<file path="config.mk">
export PLATFORM = sky130hd
export DESIGN_NAME = controlador_mascota
export DESIGN_NICKNAME = d
export VERILOG_FILES = /design/src/rtl/controlador_mascota.sv
export SDC_FILE = /design/constraint.sdc
export NUM_CORES = 1
export LEC_CHECK = 0
export ABC_AREA = 1
export CAP_MARGIN = 20
export CORE_MARGIN = 4
export CORE_UTILIZATION = 55
export DETAILED_ROUTE_END_ITERATION = 6
export PLACE_DENSITY_LB_ADDON = 0.08
export SLEW_MARGIN = 20
export SYNTH_ARGS = -nofsm -noshare
export SYNTH_HDL_FRONTEND = slang
export SYNTH_SLANG_ARGS = --single-unit
</file>
<file path="constraint.sdc">
create_clock -name clk -period 2.15 [get_ports clk]
set_input_delay 0.43 -clock clk [delete_from_list [all_inputs] [get_ports clk]]
set_output_delay 0.43 -clock clk [all_outputs]
set_load 0.005 [all_outputs]
</file>
<file path="src/rtl/controlador_mascota.sv">
// controlador_mascota: scheduler for the virtual-pet need modes.
// Routes the action button to the selected mode, waits on its feedback pulse and tracks pet health.
module controlador_mascota #(
  parameter  int N_MODOS    = 4,
  parameter  int TICKS_1S   = 50_000_000,
  parameter  int T_INACTIVO = 10,
  parameter  int T_MUERTE   = 5,
  localparam int SEL_W      = $clog2(N_MODOS)
) (
  input  logic                 clk,
  input  logic                 B_reset,
  input  logic                 B_siguiente,
  input  logic                 B_accion,
  input  logic [2*N_MODOS-1:0] niveles,
  input  logic [N_MODOS-1:0]   senal_5seg,
  output logic                 activo,
  output logic [N_MODOS-1:0]   entrada_modo,
  output logic [SEL_W-1:0]     seleccion,
  output logic [1:0]           estado_fsm,
  output logic [1:0]           estado_mascota
);

  localparam int PRE_W = $clog2(TICKS_1S + 1);
  localparam int INA_W = $clog2(T_INACTIVO + 1);
  localparam int MUE_W = $clog2(T_MUERTE + 1);

  typedef enum logic [1:0] {REPOSO, SELECCION, ACCION, MUERTO} estado_t;
  typedef enum logic [1:0] {MASCOTA_FELIZ, MASCOTA_NECESIDAD, MASCOTA_CRITICO, MASCOTA_MUERTO} mascota_t;

  estado_t          estado, estado_n;
  logic [2:0]       sinc_sig, sinc_acc;
  logic             flanco_sig, flanco_acc;
  logic [PRE_W-1:0] cnt_pre;
  logic             tick;
  logic [INA_W-1:0] cnt_inact, inact_n;
  logic [MUE_W-1:0] cnt_muerte;
  logic             muerte;
  logic             segundo_ciclo, segundo_n;
  logic             visto, visto_n;
  logic [SEL_W-1:0] sel_n;
  logic [N_MODOS-1:0] entrada_n;
  logic             algun_cero, algun_uno;

  // Two-FF synchronizer, then a registered rising-edge pulse per button.
  always_ff @(posedge clk or posedge B_reset) begin
    if (B_reset) begin
      sinc_sig   <= '0;
      sinc_acc   <= '0;
      flanco_sig <= 1'b0;
      flanco_acc <= 1'b0;
    end else begin
      sinc_sig   <= {sinc_sig[1:0], B_siguiente};
      sinc_acc   <= {sinc_acc[1:0], B_accion};
      flanco_sig <= sinc_sig[1] & ~sinc_sig[2];
      flanco_acc <= sinc_acc[1] & ~sinc_acc[2];
    end
  end

  assign tick = (cnt_pre == PRE_W'(TICKS_1S - 1));

  always_ff @(posedge clk or posedge B_reset) begin
    if (B_reset)   cnt_pre <= '0;
    else if (tick) cnt_pre <= '0;
    else           cnt_pre <= cnt_pre + PRE_W'(1);
  end

  always_comb begin
    algun_cero = 1'b0;
    algun_uno  = 1'b0;
    for (int i = 0; i < N_MODOS; i++) begin
      if (niveles[2*i +: 2] == 2'd0) algun_cero = 1'b1;
      if (niveles[2*i +: 2] == 2'd1) algun_uno  = 1'b1;
    end
  end

  // Death monitor saturates at T_MUERTE so the override stays asserted.
  always_ff @(posedge clk or posedge B_reset) begin
    if (B_reset)                                     cnt_muerte <= '0;
    else if (!algun_cero)                            cnt_muerte <= '0;
    else if (tick && cnt_muerte != MUE_W'(T_MUERTE)) cnt_muerte <= cnt_muerte + MUE_W'(1);
  end

  assign muerte = (cnt_muerte == MUE_W'(T_MUERTE));

  always_ff @(posedge clk or posedge B_reset) begin
    if (B_reset) begin
      estado        <= REPOSO;
      seleccion     <= '0;
      entrada_modo  <= '0;
      cnt_inact     <= '0;
      segundo_ciclo <= 1'b0;
      visto         <= 1'b0;
    end else begin
      estado        <= estado_n;
      seleccion     <= sel_n;
      entrada_modo  <= entrada_n;
      cnt_inact     <= inact_n;
      segundo_ciclo <= segundo_n;
      visto         <= visto_n;
    end
  end

  always_comb begin
    estado_n  = estado;
    sel_n     = seleccion;
    entrada_n = entrada_modo;
    inact_n   = cnt_inact;
    segundo_n = segundo_ciclo;
    visto_n   = visto;
    case (estado)
      REPOSO: begin
        if (flanco_sig) begin
          estado_n = SELECCION;
          sel_n    = '0;
        end
      end
      SELECCION: begin
        if (flanco_acc) begin
          entrada_n[seleccion] = ~entrada_modo[seleccion];
          estado_n             = ACCION;
        end else if (flanco_sig) begin
          sel_n   = (seleccion == SEL_W'(N_MODOS - 1)) ? '0 : seleccion + SEL_W'(1);
          inact_n = '0;
        end else if (tick) begin
          if (cnt_inact == INA_W'(T_INACTIVO - 1)) estado_n = REPOSO;
          else                                     inact_n  = cnt_inact + INA_W'(1);
        end
      end
      ACCION: begin
        // Once the mode has answered, wait for its pulse to end; otherwise the window decides.
        if (visto) begin
          if (!senal_5seg[seleccion]) estado_n = SELECCION;
        end else if (senal_5seg[seleccion]) begin
          visto_n = 1'b1;
        end else if (segundo_ciclo) begin
          estado_n = SELECCION;
        end else begin
          segundo_n = 1'b1;
        end
      end
      default: ;
    endcase
    if (muerte && estado != MUERTO) begin
      estado_n  = MUERTO;
      sel_n     = seleccion;
      entrada_n = entrada_modo;
    end
    if (estado_n != estado) begin
      inact_n   = '0;
      segundo_n = 1'b0;
      visto_n   = 1'b0;
    end
  end

  always_ff @(posedge clk or posedge B_reset) begin
    if (B_reset)               estado_mascota <= MASCOTA_FELIZ;
    else if (estado == MUERTO) estado_mascota <= MASCOTA_MUERTO;
    else if (algun_cero)       estado_mascota <= MASCOTA_CRITICO;
    else if (algun_uno)        estado_mascota <= MASCOTA_NECESIDAD;
    else                       estado_mascota <= MASCOTA_FELIZ;
  end

  assign estado_fsm = estado;
  assign activo     = (estado != MUERTO);

endmodule

</file>
Word-level counts from Yosys, hierarchy flattened
Index checks and enable logic that the tools add are counted.

Logic and storage cells: 114. Output and inout port bits: 11. Bits in registers: 53.

Bitwise gates (word level): 6. Order comparisons: 2. Reductions and logical operators: 16. Equality and inequality tests: 22. Add/sub/neg operators: 4. Mux-type cells: 51.

Operators by type and width (number): 2-bit 2-to-1 mux (16); 26-bit by 1-bit adder with 26-bit output (second input constant) (1); 26-bit == test (second input constant) (1); 26-bit 2-to-1 mux (1); 4-bit 2-to-1 mux (6); 1-bit 2-to-1 mux (20); 2-bit by 1-bit == test with 1-bit output (second input constant) (5); 2-bit logical NOT (5); 2-bit by 1-bit inequality test with 1-bit output (second input constant) (4); 2-bit inequality test (second input constant) (4); 2-bit == test (second input constant) (3); 3-bit 2-to-1 mux (2); 2-bit case mux with 3 select lines (1); 3-bit AND reduction (2); 2-bit nonzero test (3); 5-bit AND reduction (1); 4-bit by 1-bit adder with 4-bit output (second input constant) (1); 1-bit binary-select mux with 2-bit select (2); 4-bit bitwise mux (1); 4-bit == test (second input constant) (1); 1-bit NOT (4); 2-bit case mux with 2 select lines (1); 4-bit AND reduction (1); 3-bit by 1-bit adder with 3-bit output (second input constant) (1); 11 further kinds (14).

Depth between registers and ports, before layout
Word-level depth: 10. Depth in mapped cells: 12.

Least setup slack after synthesis
Ideal clock, no wire load.

Path kind: reg-to-reg. From: register cnt_pre[0]. To: register cnt_pre[15]. Arrival time: 1.352 ns. Required time: 2.031 ns. Setup time: 0.119 ns. Path buffers: 1. Path slack: 0.680 ns. Clock period less this slack: 1.470 ns. Cell stages (with the launch flop): 8. Cell sequence: dfrtp_1 > ha_1 > nand2_2 > nor2_4 > nand2_1 > nor3_4 > buf_4 > nor2_1.

Word-level cells in the longest chain between the ends: 2. Elaborated cells between the ends (all ways): 3. Those cells by class: add/sub (1); eq/ne (1); mux (1).

RTL lines: start: declaration (line 33) `logic [PRE_W-1:0] cnt_pre;`; start signal: assignment (line 64) `else cnt_pre <= cnt_pre + PRE_W'(1);`; 26-bit by 1-bit adder with 26-bit output or 26-bit == test (tied branches) (line 64, 59); 26-bit 2-to-1 mux (*) (line 63) `else if (tick) cnt_pre <= '0;`.

Mark *: on every way between the ends. The rest lies on a longest branch, timed or not. A chain may end at the register's enable or synchronous reset.

Final worst setup path
From: register estado[0] (netlist: estado_fsm[0]). To: output port activo.

Word-level cells in the longest chain between the ends: 1.

RTL lines: start: declaration (line 30) `estado_t estado, estado_n;`; start signal: assignment (line 94) `estado <= estado_n;`; 2-bit inequality test (line 164) `assign activo = (estado != MUERTO);`; end: declaration (line 16) `output logic activo,`.

Every way passes these cells.

==> results.md <==
- Post-layout power: between 1.5 and 2 mW
- CTS tree: done
- Final setup vio count: 0
- Setup_tns: 0 ps
- Endpoint class of the critical path: output port
- Max Root-Sink Buffers: 2
- Top FF cell, synth: dfrtp_1
- RSZ-0062 raised after global routing: false
- Critical path class: register to output port
- Setup bufs post-CTS: 0
- Antenna cells: 0
- Core ar.: a little over 5000 sq um
- Gate Count Post-Synth: approximately 370
- Layout Cells excl Fill: 469
- Area grow syn2layout: 16.3%
- Pwr/cell area: ~520 nW/um^2
- Peak Freq: roughly 500 MHz
- First-pass GRT wire length: between 10000 and 15000 um
- Flops & latches, synth: 53
- Final Cycle Share: approximately nine tenths
- Pre-CTS setup slack: 406 ps
- CP Launch Type: register
- Switching pwr: ~0.36 mW
- Commonest non-fill, non-tap cell in the layout: nand2_1
- Top Ports: 27
- Mapped cell area: a little under 3000 sq um
- Placed cell areas: 3300 sq um
- Pint: ~1.4 mW
- Share of cells above drive strength 1: 8.27%
- CTS buffer count: 5
- Min Tclk post-route: about 1900 ps
- Worst-path maximum fanout: 9
- Combinational share of power: ~4.0%
- Post-synth EDFFs: 0
- Worst Setup Slack, final: roughly 210 ps
- Die extent in x: slightly above 80 um
- CP arrival: 1510 ps
- Synth Warn #: 0
- Yosys cell types: 29
- Asr flop ratio synth: 100%
- Hold buffers post-CTS: 0
- Clock sink total: 53
- Port Buffers: 26
- Clock Skew: roughly 5.4 ps
- Clk_lat worst skew: between 300 and 400 ps
- Sequential fraction of the synthesis area: around 45%
- Antenna viol nets, final: 0
- Status: completed
- Avg Cell Area, Syn: 8.05 sq um
- Global placer's final weighted congestion: 0.963
- Via count: approximately 2400
- Hold Fails Final Rpt: 0
- DR pass1 iterations: 4
- Top cell type's share of synthesized area: between 40% and 50%
- Maxcap violations: 0
- DRT Wirelength: ~5800 um
- Clock root buffer: clkbuf_8
- DR WL/cell: around 12 um
- Via-per-instance ratio: between 5 and 6
- Number of global-route vias before repair: between 2000 and 2500
- Hold slack: between 300 and 400 ps
- Row cnt: 26
- Commonest cells after routing, fill and taps aside: 71 x nand2_1, 55 x nor2_1, 53 x dfrtp_1
- Fin nets: roughly 420
- Post-detail-place hpwl: 4520 um
- H-tree depth: 2
- Largest cells by area after synthesis: dfrtp_1 45%, nand2_1 9.1%, nor2_1 7.0%
- Slew margin rel.: 59.8%
- Initial Utilization: between 50% and 60%
- Slew Limit Fails: 0
- Core Util, Final: approximately two thirds
- Placed Cells: 461
- Worst-path clk slew: about 90 ps
- Leakage: about 1.7 nW
- Part of the power in the clock network: approximately 39%
- GRT Util Overall: between 20% and 30%
- Leading area contributor after synthesis: dfrtp_1
- Initial antenna violation count: 0
- Sw frac: roughly a fifth
- Slew @ Worst Pin: 597 ps
- DR DRC count: 0
- Pin count of the biggest net entering global routing: 44
- Req. time, crit path: 1720 ps
- VDD IR max: 0.351 mV
- Die Area: 6580 sq um
- GRT overflow: 0
- CTS resizes: 0
- Initial DRC Count: roughly 130
- Sequential share of power: between 50% and 60%
- Synth Net Count: 390
- Overall die height: slightly above 80 um
- HP Class: register to register
- Final Cell Area: approximately 3400 sq um
worst max-delay path, cell delays in order (launching register included):
cell and delay (ps):
dfrtp_1 490, nand2_1 190, clkdlybuf4s50_1 530
metal layers:
layer	wire length, um	up-vias	global-route usage (%)
met3	194	8	5.10
li1	-	1221	-
met5	0	-	0
met4	94	0	5.91
met1	2690	1084	26.6
met2	2840	45	32.7
power by group through the flow:
stage | Combinational (mW) | Clock, mW | Sequential [mW]
after global routing | 0.0808 | 0.767 | 1.01
after floorplan | 0.0310 | 0 | 1.03
after detailed placement | 0.0729 | 0 | 1.03
after global placement | 0.0715 | 0 | 1.03
after CTS | 0.0731 | 0.723 | 1.01
final | 0.0710 | 0.701 | 1.01
sequential cells by signal, indices dropped and copies added (netlist names), 2 cells and up:
signal / cells
cnt_inact: 4
cnt_pre: 26
cnt_muerte: 3
entrada_modo: 4
estado_mascota: 2
sinc_sig: 3
sinc_acc: 3
seleccion: 2
estado_fsm: 2
final timing paths:
kind,startpoint,end,slack (ps),depth (start not counted)
worst min register to register,sinc_acc[0],sinc_acc[1],350,0
worst min-delay path,sinc_acc[0],sinc_acc[1],350,0
worst max register to register,cnt_muerte[0],seleccion[1],450,6
max in group asynchronous,B_reset,cnt_pre[0],1290,3
worst max-delay path,estado_fsm[0],activo,210,2
min in group asynchronous,B_reset,sinc_sig[2],360,2
synth_stat cells (4+ instances only):
cell type and number:
nor3_1 13, xor2_1 20, inv_1 52, nor2_4 4
o21ai_0 11, nor2_1 55, nand3_1 21, inv_2 4
nor2_2 4, dfrtp_1 53, a21oi_1 6, nand4_1 12
a31oi_1 5, nand2_1 71, ha_1 9
cell families after synthesis:
family / synth area share (%)
adders and majority gates: 3.83
DFF: 45.1
and+or+nand+nor: 31.6
xor gates and xnor gates: 6.85
buffers and inverters: 7.75
AOI/OAI and AO/OA: 4.85
layout make-up:
cell class / instances / area [sq um]
Inverter: 57 / 215
Clock inverter: 1 / 30.0
Multi-Input combinational cell: 253 / 1390
Sequential cell: 53 / 1330
Tap cell: 70 / 87.6
Fill cell: 468 / 1720
Clock buffer: 7 / 86.3
Timing Repair Buffer: 28 / 288
(Power assumes the default switching activity.)
